File: src/rtl/io_switch_led_responder_pkg.sv
// Shared definitions for the memory-mapped switch/LED IO responder:
// IO window base, register offsets, STATUS bit positions and the address
// decoder used by the responder top level.
package io_switch_led_responder_pkg;

  localparam int ISA_WIDTH = 32;

  // Upper 24 address bits that select the IO window.
  localparam logic [23:0] IO_BASE = 24'hFFFFFC;

  // Register offsets inside the IO window (byte offsets, word aligned).
  localparam logic [7:0] OFF_LED  = 8'h60;
  localparam logic [7:0] OFF_SW   = 8'h70;
  localparam logic [7:0] OFF_EDGE = 8'h74;
  localparam logic [7:0] OFF_STAT = 8'h78;

  // STATUS register bit positions.
  localparam int STAT_PEND_BIT = 0;
  localparam int STAT_ERR_BIT  = 1;

  typedef enum logic [2:0] {
    SEL_NONE,
    SEL_LED,
    SEL_SW,
    SEL_EDGE,
    SEL_STAT
  } reg_sel_t;

  // Decode a word address (byte lane bits already dropped) to a register.
  function automatic reg_sel_t decode_addr(input logic [ISA_WIDTH-1:2] word_addr);
    reg_sel_t sel;
    sel = SEL_NONE;
    if (word_addr[ISA_WIDTH-1:8] == IO_BASE) begin
      if (word_addr[7:2] == OFF_LED[7:2])       sel = SEL_LED;
      else if (word_addr[7:2] == OFF_SW[7:2])   sel = SEL_SW;
      else if (word_addr[7:2] == OFF_EDGE[7:2]) sel = SEL_EDGE;
      else if (word_addr[7:2] == OFF_STAT[7:2]) sel = SEL_STAT;
    end
    return sel;
  endfunction

endpackage

File: src/rtl/io_switch_led_responder_switch_debouncer.sv
// Switch conditioning: 2-flop synchronizer, periodic sampling tick and
// two-sample agreement debounce. The first sample after reset loads the
// debounced value directly so switches already on at reset produce no
// change. 'change' pulses for one cycle with the bits that just flipped.
module switch_debouncer #(
  parameter int SW_WIDTH        = 16,
  parameter int DEBOUNCE_CYCLES = 20000
) (
  input  logic                clock,
  input  logic                rst,
  input  logic [SW_WIDTH-1:0] switches,
  output logic [SW_WIDTH-1:0] debounced,
  output logic [SW_WIDTH-1:0] change
);

  localparam int CNT_W = (DEBOUNCE_CYCLES > 1) ? $clog2(DEBOUNCE_CYCLES) : 1;
  localparam logic [CNT_W-1:0] CNT_LAST = CNT_W'(DEBOUNCE_CYCLES - 1);

  logic [SW_WIDTH-1:0] sync_meta;
  logic [SW_WIDTH-1:0] sync_out;
  logic [SW_WIDTH-1:0] sample_prev;
  logic [SW_WIDTH-1:0] agree_diff;
  logic [CNT_W-1:0]    tick_cnt;
  logic                tick;
  logic                first_done;

  assign tick = (tick_cnt == CNT_LAST);

  // Bits whose last two samples agree and differ from the debounced value.
  assign agree_diff = ~(sync_out ^ sample_prev) & (sync_out ^ debounced);

  // Two-flop synchronizer for the asynchronous switch pins.
  always_ff @(posedge clock or negedge rst) begin
    if (!rst) begin
      sync_meta <= '0;
      sync_out  <= '0;
    end else begin
      sync_meta <= switches;
      sync_out  <= sync_meta;
    end
  end

  // Free-running sample tick counter, wrapping at DEBOUNCE_CYCLES-1.
  always_ff @(posedge clock or negedge rst) begin
    if (!rst) begin
      tick_cnt <= '0;
    end else if (tick) begin
      tick_cnt <= '0;
    end else begin
      tick_cnt <= tick_cnt + 1'b1;
    end
  end

  // Sample on each tick and update debounced bits on two agreeing samples.
  always_ff @(posedge clock or negedge rst) begin
    if (!rst) begin
      sample_prev <= '0;
      debounced   <= '0;
      change      <= '0;
      first_done  <= 1'b0;
    end else begin
      change <= '0;
      if (tick) begin
        sample_prev <= sync_out;
        if (!first_done) begin
          debounced  <= sync_out;
          first_done <= 1'b1;
        end else begin
          debounced <= debounced ^ agree_diff;
          change    <= agree_diff;
        end
      end
    end
  end

endmodule

File: src/rtl/io_switch_led_responder.sv
// Memory-mapped IO responder for LEDs and debounced switches.
// Registers: LED_DATA (0x60), SW_DATA (0x70), SW_EDGE read-to-clear (0x74),
// STATUS (0x78). Optional sticky access-error flag is enabled by defining
// the macro IO_RESP_ERR_EN; without it STATUS bit1 reads 0 and no error
// storage exists.
module io_switch_led_responder
  import io_switch_led_responder_pkg::*;
#(
  parameter int SW_WIDTH        = 16,
  parameter int LED_WIDTH       = 16,
  parameter int DEBOUNCE_CYCLES = 20000
) (
  input  logic                 clock,
  input  logic                 rst,
  input  logic                 io_read,
  input  logic                 io_write,
  input  logic [ISA_WIDTH-1:0] addr,
  input  logic [ISA_WIDTH-1:0] wdata,
  output logic [ISA_WIDTH-1:0] rdata,
  output logic                 io_hit,
  input  logic [SW_WIDTH-1:0]  switches,
  output logic [LED_WIDTH-1:0] leds,
  output logic                 sw_pending
);

  logic                rst_meta;
  logic                rst_local;
  reg_sel_t            sel;
  logic                led_wr;
  logic [SW_WIDTH-1:0] sw_debounced;
  logic [SW_WIDTH-1:0] sw_change;
  logic [SW_WIDTH-1:0] sw_edge;
  logic [SW_WIDTH-1:0] edge_clr;
  logic [SW_WIDTH-1:0] edge_next;
  logic                err_flag;
  logic                unused_bits;

  assign unused_bits = ^{addr[1:0], wdata};

  // Reset bridge: asserts asynchronously, releases on a clock edge.
  always_ff @(posedge clock or negedge rst) begin
    if (!rst) begin
      rst_meta  <= 1'b0;
      rst_local <= 1'b0;
    end else begin
      rst_meta  <= 1'b1;
      rst_local <= rst_meta;
    end
  end

  assign sel    = decode_addr(addr[ISA_WIDTH-1:2]);
  assign io_hit = (sel != SEL_NONE);
  assign led_wr = io_write && (sel == SEL_LED);

  // A simultaneous write suppresses the read-to-clear side effect; only
  // the bits actually returned by the read are cleared.
  assign edge_clr  = (io_read && !io_write && (sel == SEL_EDGE)) ? sw_edge : '0;
  assign edge_next = (sw_edge & ~edge_clr) | sw_change;

  switch_debouncer #(
    .SW_WIDTH       (SW_WIDTH),
    .DEBOUNCE_CYCLES(DEBOUNCE_CYCLES)
  ) u_debouncer (
    .clock    (clock),
    .rst      (rst_local),
    .switches (switches),
    .debounced(sw_debounced),
    .change   (sw_change)
  );

  // LED output register, loaded by writes to LED_DATA.
  always_ff @(posedge clock or negedge rst_local) begin
    if (!rst_local) begin
      leds <= '0;
    end else if (led_wr) begin
      leds <= wdata[LED_WIDTH-1:0];
    end
  end

  // Sticky change flags with set-wins-over-clear, plus the pending summary.
  always_ff @(posedge clock or negedge rst_local) begin
    if (!rst_local) begin
      sw_edge    <= '0;
      sw_pending <= 1'b0;
    end else begin
      sw_edge    <= edge_next;
      sw_pending <= |edge_next;
    end
  end

`ifdef IO_RESP_ERR_EN
  logic err_set;
  logic err_clr;

  assign err_set = ((io_read || io_write) && (sel == SEL_NONE)) ||
                   (io_write && ((sel == SEL_SW) || (sel == SEL_EDGE)));
  assign err_clr = io_write && (sel == SEL_STAT) && wdata[STAT_ERR_BIT];

  // Sticky access-error flag, cleared by writing 1 to STATUS bit1.
  always_ff @(posedge clock or negedge rst_local) begin
    if (!rst_local) begin
      err_flag <= 1'b0;
    end else if (err_set) begin
      err_flag <= 1'b1;
    end else if (err_clr) begin
      err_flag <= 1'b0;
    end
  end
`else
  assign err_flag = 1'b0;
`endif

  // Combinational read mux, zero-extended; unmapped addresses read 0.
  always_comb begin
    rdata = '0;
    case (sel)
      SEL_LED:  rdata[LED_WIDTH-1:0] = leds;
      SEL_SW:   rdata[SW_WIDTH-1:0]  = sw_debounced;
      SEL_EDGE: rdata[SW_WIDTH-1:0]  = sw_edge;
      SEL_STAT: begin
        rdata[STAT_PEND_BIT] = sw_pending;
        rdata[STAT_ERR_BIT]  = err_flag;
      end
      default:  rdata = '0;
    endcase
  end

endmodule

File: config.mk
export PLATFORM = sky130hd
export DESIGN_NAME = io_switch_led_responder
export DESIGN_NICKNAME = d
export VERILOG_FILES = /design/src/rtl/io_switch_led_responder_pkg.sv /design/src/rtl/io_switch_led_responder_switch_debouncer.sv /design/src/rtl/io_switch_led_responder.sv
export SDC_FILE = /design/constraint.sdc
export NUM_CORES = 1
export LEC_CHECK = 0
export CORE_ASPECT_RATIO = 1.25
export CORE_MARGIN = 3
export CORE_UTILIZATION = 50
export CTS_CLUSTER_DIAMETER = 80
export DETAILED_ROUTE_END_ITERATION = 12
export MAX_ROUTING_LAYER = met4
export PLACE_DENSITY = 0.8
export SYNTH_ARGS = -nofsm -noshare
export SYNTH_HDL_FRONTEND = slang
export SYNTH_SLANG_ARGS = --single-unit
File: constraint.sdc
create_clock -name clock -period 5.5 [get_ports clock]
set_clock_uncertainty 0.05 [all_clocks]
set_input_delay 1.1 -clock clock [delete_from_list [all_inputs] [get_ports clock]]
set_output_delay 1.1 -clock clock [all_outputs]
set_load 0.1 [all_outputs]
==> impl_metrics.json, run 1 <==
{
  "grt_antenna_before_repair": 0,
  "syn_to_final_growth_pct": 29.70,
  "avgSynthCellArea_um2": 10.89,
  "wl_um": 13310,
  "core_um2": 11300,
  "ys_top_cells_by_area": "dfrtp_1, nand4b_1, nand2_1",
  "diodes": 0,
  "num_vias": 4555,
  "reg2reg_depth": 5,
  "synthArstFlopShare_pct": 100.0,
  "r2r-end": "u_debouncer.change[6]$_DFF_PN0_",
  "rrSetupSlack_ns": 2.64,
  "critPathMaxStageDelay_ns": 0.47,
  "setup-violations-final": 0,
  "hold_violations": 0,
  "combPwrFrac_pct": 5.6,
  "fin_crit_sh_pct": 80.88,
  "setup_ws_ns": 1.051,
  "yosysWarnings": 0,
  "grt.total_usage_pct": 21.30,
  "power.switching_mw": 0.5175,
  "min_from": "u_debouncer.sync_meta[13]$_DFF_PN0_",
  "fmax_ghz": 0.2248,
  "cts.sink_count": 131,
  "intPower_mw": 1.713,
  "numCtsBuffers": 17,
  "worst_pin_slew_ns": 1.132,
  "crit_required_ns": 4.35,
  "grt-ovfl-total": 0,
  "synth_top_area_cell": "dfrtp_1",
  "startpoint": "addr[25]",
  "ys_seq_area_share_pct": 55.54,
  "ctsResizeCount": 0,
  "post-route-min-period_ns": 4.449,
  "finalInstanceArea_um2": 7655,
  "crit_chain": "clkdlybuf4s50_1 -> nand4_1 -> nor4_4 -> nand2_1 -> a31oi_1 -> buf_12",
  "ant_nets": 0,
  "dp_cells": 752,
  "wl_per_cell_um": 16.98,
  "clock_latency_ns": 0.41,
  "end_kind": "primary output",
  "netlist_area_um2": 5902,
  "ys_seq_elements": 131,
  "drtIter0Drc": 308,
  "synth_edf_count": 0,
  "vias_per_cell": 5.810,
  "finalNetCount": 721,
  "finalSetupTns_ns": 0,
  "p_sw_share_pct": 23.20,
  "hold_slack_ns": 0.2960,
  "ys.flop_type": "dfrtp_1",
  "status": "finished clean",
  "max_slew_margin_pct": 24.51,
  "cpMaxStageDelayCell": "clkdlybuf4s50_1",
  "ys_types": 49,
  "post-place-ws_ns": 1.039,
  "cts_root_buf": "clkbuf_16",
  "dp_hpwl_um": 9278,
  "io_pins": 134,
  "placed_cell_area_um2": 7058,
  "syn_inst": 542,
  "die_w_um": 103.2,
  "final_cell_count_no_fill": 784,
  "critical_path_class": "primary input to primary output",
  "worstSetupEndpoint": "rdata[2]",
  "chipHeight_um": 127.5,
  "regToRegStartpoint": "u_debouncer.tick_cnt[0]$_DFF_PN0_",
  "grt_max_degree": 67,
  "synthDominantCellAreaShare_pct": 55.54,
  "grt_pass1_wl_um": 21530,
  "firstDrtPassIters": 5,
  "cts_tree": "built",
  "p_clk_share_pct": 49.7,
  "drv_cap": 0,
  "rows": 43,
  "rsz0062_at_grt": "no",
  "seq_power_share_pct": 44.6,
  "clockBufferDepth": 2,
  "numPortBuffers": 99,
  "gp_congestion": 0.7813,
  "power_density_nw_per_um2": 291.4,
  "worstPathArrival_ns": 3.30,
  "crit_fanout": 17,
  "start_util_pct": 52.24,
  "grt_pass1_vias": 4628,
  "drc": 0,
  "clk_pin_slew_ns": 0.06,
  "hold_path_class": "flip-flop to flip-flop",
  "leakagePower_nw": 3.411,
  "ctsHoldBuffers": 0,
  "cts_setup_buffers": 0,
  "drive_above_1_share_pct": 12.17,
  "startpoint_type": "primary input",
  "h-tree-depth": 4,
  "final-max-slew-violation-count": 0,
  "fillCellCount": 805,
  "ir_drop_v": 0.0002307,
  "die-area_um2": 13150
}
layout make-up:
type	instances	area, um2	area share [%]
clock buffers	19	442.9	5.786
well taps	135	168.9	2.207
inverters	19	71.32	0.9317
clock inverters	13	153.9	2.010
repair buffers	104	1174	15.33
flip-flops and latches	131	3282	42.87
multi-input cells	363	2362	30.86
worst min path at each step:
stage	end	slack (ns)	depth (start not counted)
final	u_debouncer.sync_out[13]$_DFF_PN0_	0.30	0
after global routing	u_debouncer.sync_out[14]$_DFF_PN0_	0.30	0
after CTS	u_debouncer.sync_out[13]$_DFF_PN0_	0.30	0
after detailed placement	u_debouncer.sync_out[13]$_DFF_PN0_	0.28	0
after global placement	u_debouncer.sync_out[6]$_DFF_PN0_	0.28	0
after floorplan	rst_local$_DFF_PN0_	0.28	0
per-layer routing:
metal | vias to the layer above | share of wire [%] | GRT usage (%)
met5 | - | 0 | -
met4 | 0 | 1.7 | 6.631
met3 | 23 | 6.8 | 6.008
met2 | 175 | 52 | 36.15
met1 | 2232 | 40 | 24.17
li1 | 2125 | - | -
cells in the mapped netlist, drive strengths merged (7+ instances only):
cell,count
xor2,8
o311ai,7
nand4,16
nand3,12
nand3b,19
a21oi,26
nor3,10
nor4,11
nor2,37
buf,28
nand4b,30
inv,18
clkbuf,16
a31oi,15
mux2,16
a211o,7
a21o,17
nand2,54
o21ai,17
o22ai,10
a211oi,9
dfrtp,131
worst max-delay path, delay by kind of cell:
kind,cells,cell delay (ns)
compound gates,1,0.47
buf+inv,2,0.70
simple gates,3,1.02
layout by cell type (no fill, tap or decap), types with 2 or more instances in the layout:
cell type / instances
buf_12: 15
buf_4: 7
clkbuf_16: 17
nor2_1: 37
nand2_1: 53
o311ai_0: 7
inv_1: 18
o21ai_0: 17
clkinv_4: 5
and4_1: 5
clkinvlp_4: 4
o22ai_1: 10
clkdlybuf4s50_1: 82
xnor2_1: 5
nand3b_1: 19
mux2_4: 10
nor4_1: 9
nand3_1: 12
nand4b_1: 30
a21oi_1: 26
nand4_1: 14
dfrtp_1: 130
nor3_1: 9
a31oi_1: 15
a211o_1: 7
a21o_1: 17
nor4b_1: 2
a211oi_1: 9
mux2_2: 6
bufinv_16: 2
conb_1: 17
xor2_1: 8
cell families after synthesis:
logic type      share of synthesized area [%]
compound gates                          11.94
xor+xnor                                1.929
fa+ha+maj                              0.3816
buf+inv                                 5.490
flops                                   55.54
mux                                     3.689
other cells                            0.1272
simple gates                            20.90
power groups by stage:
stage	clock, mW	sequential (mW)	combinational [mW]
floorplan	0	1.01	0.0730
global placement	0	1.01	0.124
detailed placement	0	1.01	0.126
CTS	1.13	0.996	0.126
global route	1.17	0.999	0.133
finish	1.11	0.995	0.126
metrics by stage:
| stage | power, mW | util, % |
|---|---|---|
| final | 2.231 | 67.75 |
| after global placement | 1.136 | 62.47 |
| after CTS | 2.248 | 67.75 |
| after floorplan | 1.087 | - |
| after global routing | 2.305 | 67.75 |
| after detailed placement | 1.139 | 62.47 |
No activity file was read; power rests on OpenSTA's default activity.
==> run 2: changes to the inputs <==
clock period = 4.3 ns   (was 5.5 ns; I/O delays follow)
==> impl_metrics.json, run 2 (same netlist as run 1, synthesis figures left out) <==
{
  "drc": 0,
  "power.switching_mw": 0.6651,
  "ctsResizeCount": 0,
  "start_util_pct": 52.24,
  "combPwrFrac_pct": 5.5,
  "core_um2": 11300,
  "die_w_um": 103.2,
  "p_sw_share_pct": 22.50,
  "post-place-ws_ns": 0.5346,
  "clk_pin_slew_ns": 0.06,
  "crit_fanout": 16,
  "grt.total_usage_pct": 21.71,
  "critical_path_class": "primary input to primary output",
  "setup_ws_ns": 0.5515,
  "cpMaxStageDelayCell": "clkdlybuf4s50_1",
  "dp_cells": 755,
  "max_slew_margin_pct": 34.38,
  "fmax_ghz": 0.2668,
  "h-tree-depth": 4,
  "numCtsBuffers": 17,
  "ir_drop_v": 0.0002502,
  "wl_um": 13910,
  "finalSetupTns_ns": 0,
  "leakagePower_nw": 3.447,
  "ctsHoldBuffers": 0,
  "status": "finished clean",
  "num_vias": 4639,
  "final_common_cell": "dfrtp_1",
  "wl_per_cell_um": 17.68,
  "fin_crit_sh_pct": 87.18,
  "diodes": 0,
  "hold_violations": 0,
  "grt_max_degree": 59,
  "final-max-slew-violation-count": 0,
  "startpoint_type": "primary input",
  "numPortBuffers": 99,
  "grt_antenna_before_repair": 0,
  "vias_per_cell": 5.895,
  "crit_required_ns": 3.39,
  "final_cell_count_no_fill": 787,
  "grt-ovfl-total": 0,
  "cts_setup_buffers": 0,
  "worstPathArrival_ns": 2.84,
  "seq_power_share_pct": 43.0,
  "cts_root_buf": "clkbuf_16",
  "finalNetCount": 724,
  "grt_busiest_layer": "met2",
  "cts_tree": "built",
  "gp_congestion": 0.7903,
  "end_kind": "primary output",
  "io_pins": 134,
  "intPower_mw": 2.291,
  "clock_latency_ns": 0.41,
  "clockBufferDepth": 2,
  "ant_nets": 0,
  "p_clk_share_pct": 51.4,
  "power_density_nw_per_um2": 382.2,
  "crit_chain": "clkdlybuf4s50_1 -> xor2_1 -> or2_2 -> nand4b_1 -> a31oi_1 -> buf_12",
  "grt_pass1_vias": 4653,
  "fillCellCount": 798,
  "grt_use_met3_pct": 5.079,
  "met1_usage_pct": 24.88,
  "setup-violations-final": 0,
  "drv_cap": 0,
  "rows": 43,
  "cts.sink_count": 131,
  "rsz0062_at_grt": "no",
  "worst_pin_slew_ns": 0.9812,
  "use_met2_pct": 36.68,
  "hold_slack_ns": 0.2960,
  "critPathMaxStageDelay_ns": 0.67,
  "seq_area_um2": 3282,
  "dp_hpwl_um": 9573,
  "die-area_um2": 13150,
  "grt_pass1_wl_um": 21760,
  "multiInputGateArea_um2": 2362,
  "chipHeight_um": 127.5,
  "final_cell_mix": "dfrtp_1, clkdlybuf4s50_1, nand2_1, nor2_1, nand4b_1",
  "firstDrtPassIters": 7,
  "hold_path_class": "flip-flop to flip-flop",
  "drtIter0Drc": 312,
  "drive_above_1_share_pct": 12.58,
  "syn_to_final_growth_pct": 31.04,
  "post-route-min-period_ns": 3.749
}
run 2: cell count changes in the layout (fill, tap and decap cells not counted), sizes merged:
| cell | before | now |
|---|---|---|
| inv | 20 | 22 |
| buf | 22 | 25 |
| clkinv | 6 | 3 |
| bufinv | 2 | 4 |
| clkbuf | 19 | 18 |
run 2: area by class of cell:
cell class,instances,area share (%)
timing repair buffer,107,15.79
multi-input combinational,363,30.55
clock inverter,14,2.572
tap,135,2.184
clock buffer,18,5.549
sequential,131,42.44
inverter,19,0.9222
run 2: worst max-delay path, delay by kind of cell:
family,cells,cell delay [ns]
buf+inv,2,0.89
compound gates,1,0.31
simple gates,2,0.55
xor+xnor,1,0.22
run 2: routing by layer:
| metal | part of all wire (%) | wire length (um) |
|---|---|---|
| met4 | 1.9 | 267 |
| met5 | 0 | 0 |
| met1 | 39 | 5418 |
| met2 | 52 | 7243 |
| met3 | 7.1 | 983 |
run 2: worst paths after layout:
kind	cells past startpoint	slack [ns]	start	end
setup reg to reg	5	1.56	u_debouncer.tick_cnt[0]$_DFF_PN0_	flip-flop
min in group asynchronous	0	0.33	rst_local$_DFF_PN0_	u_debouncer.sync_meta[8]$_DFF_PN0_
hold reg to reg	0	0.30	u_debouncer.sync_meta[1]$_DFF_PN0_	u_debouncer.sync_out[1]$_DFF_PN0_
setup / recovery	6	0.55	addr[2]	rdata[1]
max in group asynchronous	1	2.92	rst_local$_DFF_PN0_	leds[7]$_DFFE_PN0P_
hold / removal	0	0.30	u_debouncer.sync_meta[1]$_DFF_PN0_	u_debouncer.sync_out[1]$_DFF_PN0_
run 2: per-stage QoR:
stage / cell area, um2 / utilization (%) / power (mW)
floorplan: 5964 / - / 1.391
global placement: 7106 / 62.89 / 1.454
detailed placement: 7106 / 62.89 / 1.458
CTS: 7734 / 68.45 / 2.977
global route: 7734 / 68.45 / 3.041
finish: 7734 / 68.45 / 2.956
run 2: power by group through the flow:
stage,sequential (mW),clock [mW],combinational (mW)
after detailed placement,1.29,0,0.164
final,1.27,1.52,0.163
after global routing,1.28,1.59,0.173
after floorplan,1.30,0,0.0934
after CTS,1.27,1.54,0.164
after global placement,1.29,0,0.161
==> run 3: changes to the inputs <==
CTS_CLUSTER_DIAMETER = 60   (was 80)
SETUP_SLACK_MARGIN = 0.3   (was unset)
clock period = 3.7 ns   (was 4.3 ns; I/O delays follow)
==> impl_metrics.json, run 3 (same netlist as run 1, synthesis figures left out) <==
{
  "final-max-slew-violation-count": 0,
  "hold_path_class": "flip-flop to flip-flop",
  "drtIter0Drc": 275,
  "h-tree-depth": 4,
  "status": "finished clean",
  "cts_root_buf": "clkbuf_16",
  "power_density_nw_per_um2": 423.9,
  "vias_per_cell": 5.837,
  "setup_ws_ns": 0.4334,
  "hold_slack_ns": 0.2948,
  "dp_cells": 760,
  "drv_cap": 0,
  "ctsHoldBuffers": 0,
  "post-place-ws_ns": 0.3817,
  "leakagePower_nw": 3.488,
  "final_common_cell": "dfrtp_1",
  "drc": 0,
  "clockBufferDepth": 2,
  "setup-violations-final": 0,
  "firstDrtPassIters": 4,
  "fin_crit_sh_pct": 88.29,
  "syn_to_final_growth_pct": 34.75,
  "ant_nets": 0,
  "rows": 43,
  "drive_above_1_share_pct": 15.07,
  "clock_latency_ns": 0.41,
  "grt_pass1_wl_um": 21630,
  "cts_tree": "built",
  "critical_path_class": "primary input to primary output",
  "dp_hpwl_um": 9536,
  "wl_per_cell_um": 16.96,
  "rsz0062_at_grt": "yes",
  "placed_cell_area_um2": 7330,
  "cpMaxStageDelayCell": "clkdlybuf4s50_1",
  "final_util_pct": 70.39,
  "grt_max_degree": 80,
  "grt_pass1_vias": 4573,
  "wl_um": 13430,
  "io_pins": 134,
  "chipHeight_um": 127.5,
  "startpoint_type": "primary input",
  "ir_drop_v": 0.0002726,
  "grt-ovfl-total": 0,
  "numCtsBuffers": 17,
  "finalNetCount": 729,
  "crit_top_cell": "buf_12",
  "post-route-min-period_ns": 3.267,
  "numPortBuffers": 99,
  "die-area_um2": 13150,
  "finalInstanceArea_um2": 7953,
  "grt_antenna_before_repair": 0,
  "start_util_pct": 52.24,
  "hold_violations": 0,
  "cts.sink_count": 131,
  "critPathMaxStageDelay_ns": 0.46,
  "worstPathArrival_ns": 2.48,
  "crit_fanout": 17,
  "cts_setup_buffers": 0,
  "gp_congestion": 0.7924,
  "fmax_ghz": 0.3061,
  "crit_chain": "clkdlybuf4s50_1 -> nand4_1 -> nor4_4 -> nand2_1 -> buf_12 -> a31oi_1 -> buf_12",
  "end_kind": "primary output",
  "num_vias": 4623,
  "worst_pin_slew_ns": 1.001,
  "final_cell_mix": "dfrtp_1, clkdlybuf4s50_1, nand2_1, nor2_1, nand4b_1",
  "finalSetupTns_ns": 0,
  "die_w_um": 103.2,
  "grt.total_usage_pct": 21.48,
  "max_slew_margin_pct": 33.29,
  "crit_required_ns": 2.91,
  "clk_pin_slew_ns": 0.05,
  "diodes": 0,
  "core_um2": 11300,
  "reg2reg_depth": 5,
  "hold_path_depth": 0,
  "final_cell_count_no_fill": 792,
  "power_mw": 3.371
}
==> run 3: changes by cell type in the layout (fill, tap and decap cells not counted), moves of 2 or more <==
cell      before  now
buf_4          8   11
a31oi_4        0    9
buf_12        17   19
a31oi_2        0    2
a31oi_1       15    4
clkbuf_8       0    2
inv_6          4    1
==> run 3: path summary, 6_finish.rpt <==
path,from,end,slack [ns]
min,u_debouncer.sync_meta[7]$_DFF_PN0_,u_debouncer.sync_out[7]$_DFF_PN0_,0.29
max in group asynchronous,rst_local$_DFF_PN0_,u_debouncer.change[0]$_DFF_PN0_,2.30
min in group asynchronous,rst,rst_local$_DFF_PN0_,0.44
max reg2reg,u_debouncer.tick_cnt[0]$_DFF_PN0_,flip-flop,1.11
max,addr[28],rdata[15],0.43
min reg2reg,u_debouncer.sync_meta[7]$_DFF_PN0_,u_debouncer.sync_out[7]$_DFF_PN0_,0.29
==> run 3: repair_timing <==
item	in CTS	in global routing
gates resized for setup	0	3
setup endpoints to repair	0	11
endpoints found under the hold margin	0	0
==> run 3: layer usage <==
metal	track usage [%]	vias to the layer above	wire length, um
met5	-	-	0
met4	7.241	0	176
met3	5.243	20	868
met2	36.23	177	7107
met1	24.87	2274	5280
li1	-	2152	-
==> run 3: critical path: cells and delay by family <==
family                 cells  cell delay (ns)
AOI/OAI and AO/OA          1             0.26
and+or+nand+nor            3             0.59
buffers and inverters      3             0.87
==> run 3: final cells by class <==
cell class | count | area (um2)
Fill cell | 766 | 3346
Sequential cell | 131 | 3282
Multi-Input combinational cell | 363 | 2532
Timing Repair Buffer | 112 | 1286
Clock buffer | 20 | 456.7
Tap cell | 135 | 168.9
Clock inverter | 12 | 155.1
Inverter | 19 | 71.32
==> run 3: report_power, final <==
group          internal [mW]  switching, mW
clock                   1.09          0.605
combinational         0.0778          0.111
sequential              1.45         0.0305
total                   2.62          0.746
